**src/rtl/uart_tx_fifo.sv**
```systemverilog
// UART transmitter with an input FIFO, configurable frame format and CTS flow control.
// Bytes are queued by the host and serialised LSB-first. Each bit lasts CLK_HZ/BAUD clocks.
module uart_tx_fifo #(
  parameter int unsigned CLK_HZ     = 25000000,
  parameter int unsigned BAUD       = 115200,
  parameter int unsigned DATA_BITS  = 8,
  parameter int unsigned PARITY     = 0,
  parameter int unsigned STOP_BITS  = 1,
  parameter int unsigned FIFO_DEPTH = 16
) (
  input  logic                            clk25,
  input  logic                            rst,
  input  logic                            wr_en,
  input  logic [DATA_BITS-1:0]            wr_data,
  input  logic                            cts,
  output logic                            tx,
  output logic                            full,
  output logic                            empty,
  output logic [$clog2(FIFO_DEPTH):0]     level,
  output logic                            overflow,
  output logic                            busy
);

  localparam int unsigned BAUD_DIV = ((CLK_HZ / BAUD) < 1) ? 1 : (CLK_HZ / BAUD);
  localparam int unsigned PTR_W    = $clog2(FIFO_DEPTH);
  localparam int unsigned LVL_W    = PTR_W + 1;
  localparam int unsigned CNT_W    = (BAUD_DIV > 1) ? $clog2(BAUD_DIV) : 1;

  typedef enum logic [2:0] {StIdle, StStart, StData, StParity, StStop} state_e;

  logic [DATA_BITS-1:0] mem_q [FIFO_DEPTH];
  logic [PTR_W-1:0]     wr_ptr_q, rd_ptr_q;
  logic [LVL_W-1:0]     level_nxt;
  logic                 push, pop;
  logic [DATA_BITS-1:0] head;
  logic                 par_bit;

  state_e               state_q;
  logic [CNT_W-1:0]     cnt_q;
  logic [2:0]           bit_idx_q;
  logic                 stop_idx_q;
  logic [DATA_BITS-1:0] shift_q;
  logic                 par_q;
  logic                 baud_end;

  // A write is accepted only against the registered full flag, even if a pop frees a slot.
  assign push     = wr_en && !full;
  assign pop      = (state_q == StIdle) && !empty && cts;
  assign head     = mem_q[rd_ptr_q];
  assign par_bit  = (PARITY == 2) ? ^head : ~^head;
  assign baud_end = (cnt_q == CNT_W'(BAUD_DIV - 1));

  // Next occupancy from the push/pop pair.
  always_comb begin
    level_nxt = level;
    if (push && !pop) begin
      level_nxt = level + 1'b1;
    end else if (!push && pop) begin
      level_nxt = level - 1'b1;
    end
  end

  // FIFO storage; contents need no reset because the pointers are cleared.
  always_ff @(posedge clk25) begin
    if (push) begin
      mem_q[wr_ptr_q] <= wr_data;
    end
  end

  // FIFO pointers, registered flags and sticky overflow.
  always_ff @(posedge clk25) begin
    if (rst) begin
      wr_ptr_q <= '0;
      rd_ptr_q <= '0;
      level    <= '0;
      full     <= 1'b0;
      empty    <= 1'b1;
      overflow <= 1'b0;
    end else begin
      if (push) wr_ptr_q <= wr_ptr_q + 1'b1;
      if (pop)  rd_ptr_q <= rd_ptr_q + 1'b1;
      level <= level_nxt;
      full  <= (level_nxt == LVL_W'(FIFO_DEPTH));
      empty <= (level_nxt == '0);
      if (wr_en && full) overflow <= 1'b1;
    end
  end

  // Frame sequencer; tx and busy are registered alongside the state.
  always_ff @(posedge clk25) begin
    if (rst) begin
      state_q    <= StIdle;
      tx         <= 1'b1;
      busy       <= 1'b0;
      cnt_q      <= '0;
      bit_idx_q  <= '0;
      stop_idx_q <= 1'b0;
      shift_q    <= '0;
      par_q      <= 1'b0;
    end else begin
      case (state_q)
        StIdle: begin
          tx <= 1'b1;
          if (pop) begin
            shift_q <= head;
            par_q   <= par_bit;
            cnt_q   <= '0;
            state_q <= StStart;
            tx      <= 1'b0;
            busy    <= 1'b1;
          end
        end
        StStart: begin
          if (baud_end) begin
            cnt_q     <= '0;
            bit_idx_q <= '0;
            state_q   <= StData;
            tx        <= shift_q[0];
          end else begin
            cnt_q <= cnt_q + 1'b1;
          end
        end
        StData: begin
          if (baud_end) begin
            cnt_q <= '0;
            if (bit_idx_q == 3'(DATA_BITS - 1)) begin
              if (PARITY != 0) begin
                state_q <= StParity;
                tx      <= par_q;
              end else begin
                state_q    <= StStop;
                stop_idx_q <= 1'b0;
                tx         <= 1'b1;
              end
            end else begin
              shift_q   <= shift_q >> 1;
              tx        <= shift_q[1];
              bit_idx_q <= bit_idx_q + 1'b1;
            end
          end else begin
            cnt_q <= cnt_q + 1'b1;
          end
        end
        StParity: begin
          if (baud_end) begin
            cnt_q      <= '0;
            state_q    <= StStop;
            stop_idx_q <= 1'b0;
            tx         <= 1'b1;
          end else begin
            cnt_q <= cnt_q + 1'b1;
          end
        end
        StStop: begin
          tx <= 1'b1;
          if (baud_end) begin
            cnt_q <= '0;
            if (stop_idx_q == 1'(STOP_BITS - 1)) begin
              state_q <= StIdle;
              busy    <= 1'b0;
            end else begin
              stop_idx_q <= 1'b1;
            end
          end else begin
            cnt_q <= cnt_q + 1'b1;
          end
        end
        default: begin
          state_q <= StIdle;
          tx      <= 1'b1;
          busy    <= 1'b0;
        end
      endcase
    end
  end

endmodule

```
**config.mk**
```make
export PLATFORM = sky130hd
export DESIGN_NAME = uart_tx_fifo
export DESIGN_NICKNAME = d
export VERILOG_FILES = /design/src/rtl/uart_tx_fifo.sv
export SDC_FILE = /design/constraint.sdc
export NUM_CORES = 1
export LEC_CHECK = 0
export CAP_MARGIN = 20
export CORE_MARGIN = 1.5
export CORE_UTILIZATION = 30
export CTS_CLUSTER_SIZE = 10
export DETAILED_ROUTE_END_ITERATION = 12
export HOLD_SLACK_MARGIN = 0.08
export PLACE_DENSITY = 0.54
export REMOVE_ABC_BUFFERS = 1
export SYNTH_ARGS = -nofsm -noshare
export SYNTH_HDL_FRONTEND = slang
export SYNTH_SLANG_ARGS = --single-unit
```
**constraint.sdc**
```tcl
create_clock -name clk25 -period 2.3 [get_ports clk25]
set_clock_uncertainty 0.2 [all_clocks]
set_input_delay 0.46 -clock clk25 [delete_from_list [all_inputs] [get_ports clk25]]
set_output_delay 0.46 -clock clk25 [all_outputs]
set_load 0.05 [all_outputs]
```
==> metrics.csv <==
metric;value;unit
remaining_drc_errors;0;
num_vias;4572;
wire_per_inst;17.3;um
via_per_inst;4.86;
synthFlopType;edfxtp_1;
grt_overflow;0;
io_pins;22;
dr.pass1.iters;5;
grt_max_degree;24;
ys_types;60;
syn_avg_cell_area;13.7;um^2
post_cts_buffers;0;
setup_ws;0.0466;ns
hold_viol_final;0;
antenna_found_initial;0;
ys_async_sr_fraction;0;%
setup_tns;0;ns
worstMarginPinSlew;0.653;ns
path_cells;clkdlybuf4s50_1;
drive_gt1_share;23.4;%
cts_tree;built;
cts.hold.buffers_added;0;
dp.cells;910;
placed_area;0.00829;mm^2
wl;16.2;mm
clock_path_buffers;2;
crit_path_max_incr_delay;0.81;ns
diodes;0;
nets;628;
relSlewSlack;56.3;%
ys_seq_area_share;64.4;%
ys_seq_elements;172;
critPathRequiredTime;1.64;ns
clk_latency;0.42;ns
rsz0062_at_grt;yes;
cts_sinks;172;
yosys_warnings;0;
synth-edff-count;128;
ir_worst_vdd;489;uV
die_h;159;um
layout_commonest_cell;edfxtp_1;
rows;57;
fin_crit_sh;98.0;%
core_area;0.0242;mm^2
min_path_type;reg -> reg;
setup_viol;0;
grt_usage;13.3;%
p_leak;3.02;nW
whs;0.272;ns
finalCriticalPeriod;2.25;ns
cp.buffers_inverters;1;
drtIter0Drc;394;
clock.fmax;444;MHz
crit_fanout;3;
fill_cells;2297;
gp_congestion;0.820;
portBuffers;21;
syn_inst;534;
numCtsBuffers;17;
clk_pin_slew;0.07;ns
status;completed;
area_growth;20.8;%
maxCapViolations;0;
postLayoutCellArea;0.00886;mm^2
power_density;821;mW/mm^2
power;7.28;mW
final_cells;940;
crit_slowest_cell;clkdlybuf4s50_1;
route.antenna.remaining_nets;0;
grt_pass1_wl;25.7;mm
layout_common_cells;128 x edfxtp_1, 62 x buf_4, 54 x nor2_1;
arrival;1.59;ns
critPathCaptureType;output pin;
synth_area;0.00733;mm^2
post-place-ws;-0.363;ns
utilization;36.7;%
grt_pass1_vias;4574;
path_class;reg -> out;
hpwlAfterDp;11.1;mm
htreeDepth;4;
slew_viol_final;0;
start_util;30.3;%
critical_path.startpoint_type;flip-flop;
die_w;159;um
crit_family;buffers and inverters;
dieArea;0.0254;mm^2
cts_root_buffer;clkbuf_16;
layer usage:
metal	part of all wire [%]	track usage (%)
met5	0	0
met2	48	21.8
met1	46	17.6
met4	1.3	3.99
met3	4.2	3.07
layout make-up:
class | count | area, um^2 | share of cell area [%]
multi-input combinational | 322 | 2430 | 27.4
inverter | 9 | 33.8 | 0.381
timing repair buffer | 83 | 693 | 7.82
tap | 324 | 405 | 4.57
clock inverter | 12 | 140 | 1.58
clock buffer | 18 | 429 | 4.84
sequential | 172 | 4730 | 53.3
timing repair:
| item | in CTS | in global routing |
|---|---|---|
| endpoints found under the hold margin | 0 | 0 |
| gates cloned | 0 | 0 |
| resized for setup | 4 | 3 |
| setup endpoints to repair | 4 | 12 |
power breakdown:
group          switching [mW]  internal (mW)  total [mW]  leakage (nW)
combinational           0.565          0.393       0.958          1.23
clock                    1.20           1.61        2.81         0.275
sequential             0.0782           3.43        3.51          1.51
total                    1.84           5.43        7.28          3.02
tightest hold or removal path: stages (launching register included):
cell     delay, ns
dfxtp_1       0.33
a21oi_1       0.05
nor2_1        0.07
path summary, 6_finish.rpt:
check | depth (start not counted) | from | slack [ns] | to
setup / recovery | 1 | level[4] | 0.05 | level[4]
hold / removal | 2 | overflow | 0.27 | overflow
setup reg to reg | 6 | empty | 0.17 | empty
hold reg to reg | 2 | overflow | 0.27 | overflow
cells in the mapped netlist, types with 3 or more instances:
library cell | number | share of area, %
edfxtp_1 | 128 | 52
nor2_1 | 54 | 2.8
dfxtp_1 | 44 | 12
mux2i_1 | 25 | 3.4
mux2_2 | 24 | 3.7
nand2_1 | 23 | 1.2
a21oi_1 | 21 | 1.4
o21ai_0 | 15 | 1.0
clkbuf_1 | 14 | 0.72
nor3_1 | 14 | 0.96
buf_2 | 12 | 0.82
ha_1 | 11 | 1.9
o22ai_1 | 11 | 0.94
a22o_1 | 10 | 1.2
mux4_2 | 10 | 3.1
inv_1 | 9 | 0.46
nand2b_1 | 8 | 0.68
nand3_1 | 7 | 0.48
xnor2_1 | 7 | 0.84
a21o_1 | 6 | 0.61
o2111ai_1 | 6 | 0.72
o221ai_1 | 6 | 0.72
xor2_1 | 6 | 0.72
and3_1 | 5 | 0.43
a211oi_1 | 4 | 0.41
nand4_1 | 4 | 0.34
nor2b_1 | 4 | 0.34
nand3b_1 | 3 | 0.31
o21a_1 | 3 | 0.31
or3b_2 | 3 | 0.36
sequential cells by signal, indices dropped and copies added, names as in the netlist, 3 cells and up, named ones only:
register,count
bit_idx_q,3
cnt_q,8
level,5
mem_q,128
rd_ptr_q,4
shift_q,8
state_q,3
wr_ptr_q,4
cell families after synthesis:
family          count (synthesis)  synth area share, %
compound gates                 96                 9.01
xor+xnor                       14                 1.77
fa+ha+maj                      11                 1.88
buf+inv                        40                 2.51
flops                         172                 64.4
mux                            59                 10.2
simple gates                  142                 10.3
Power figures use the tool's default switching activity.
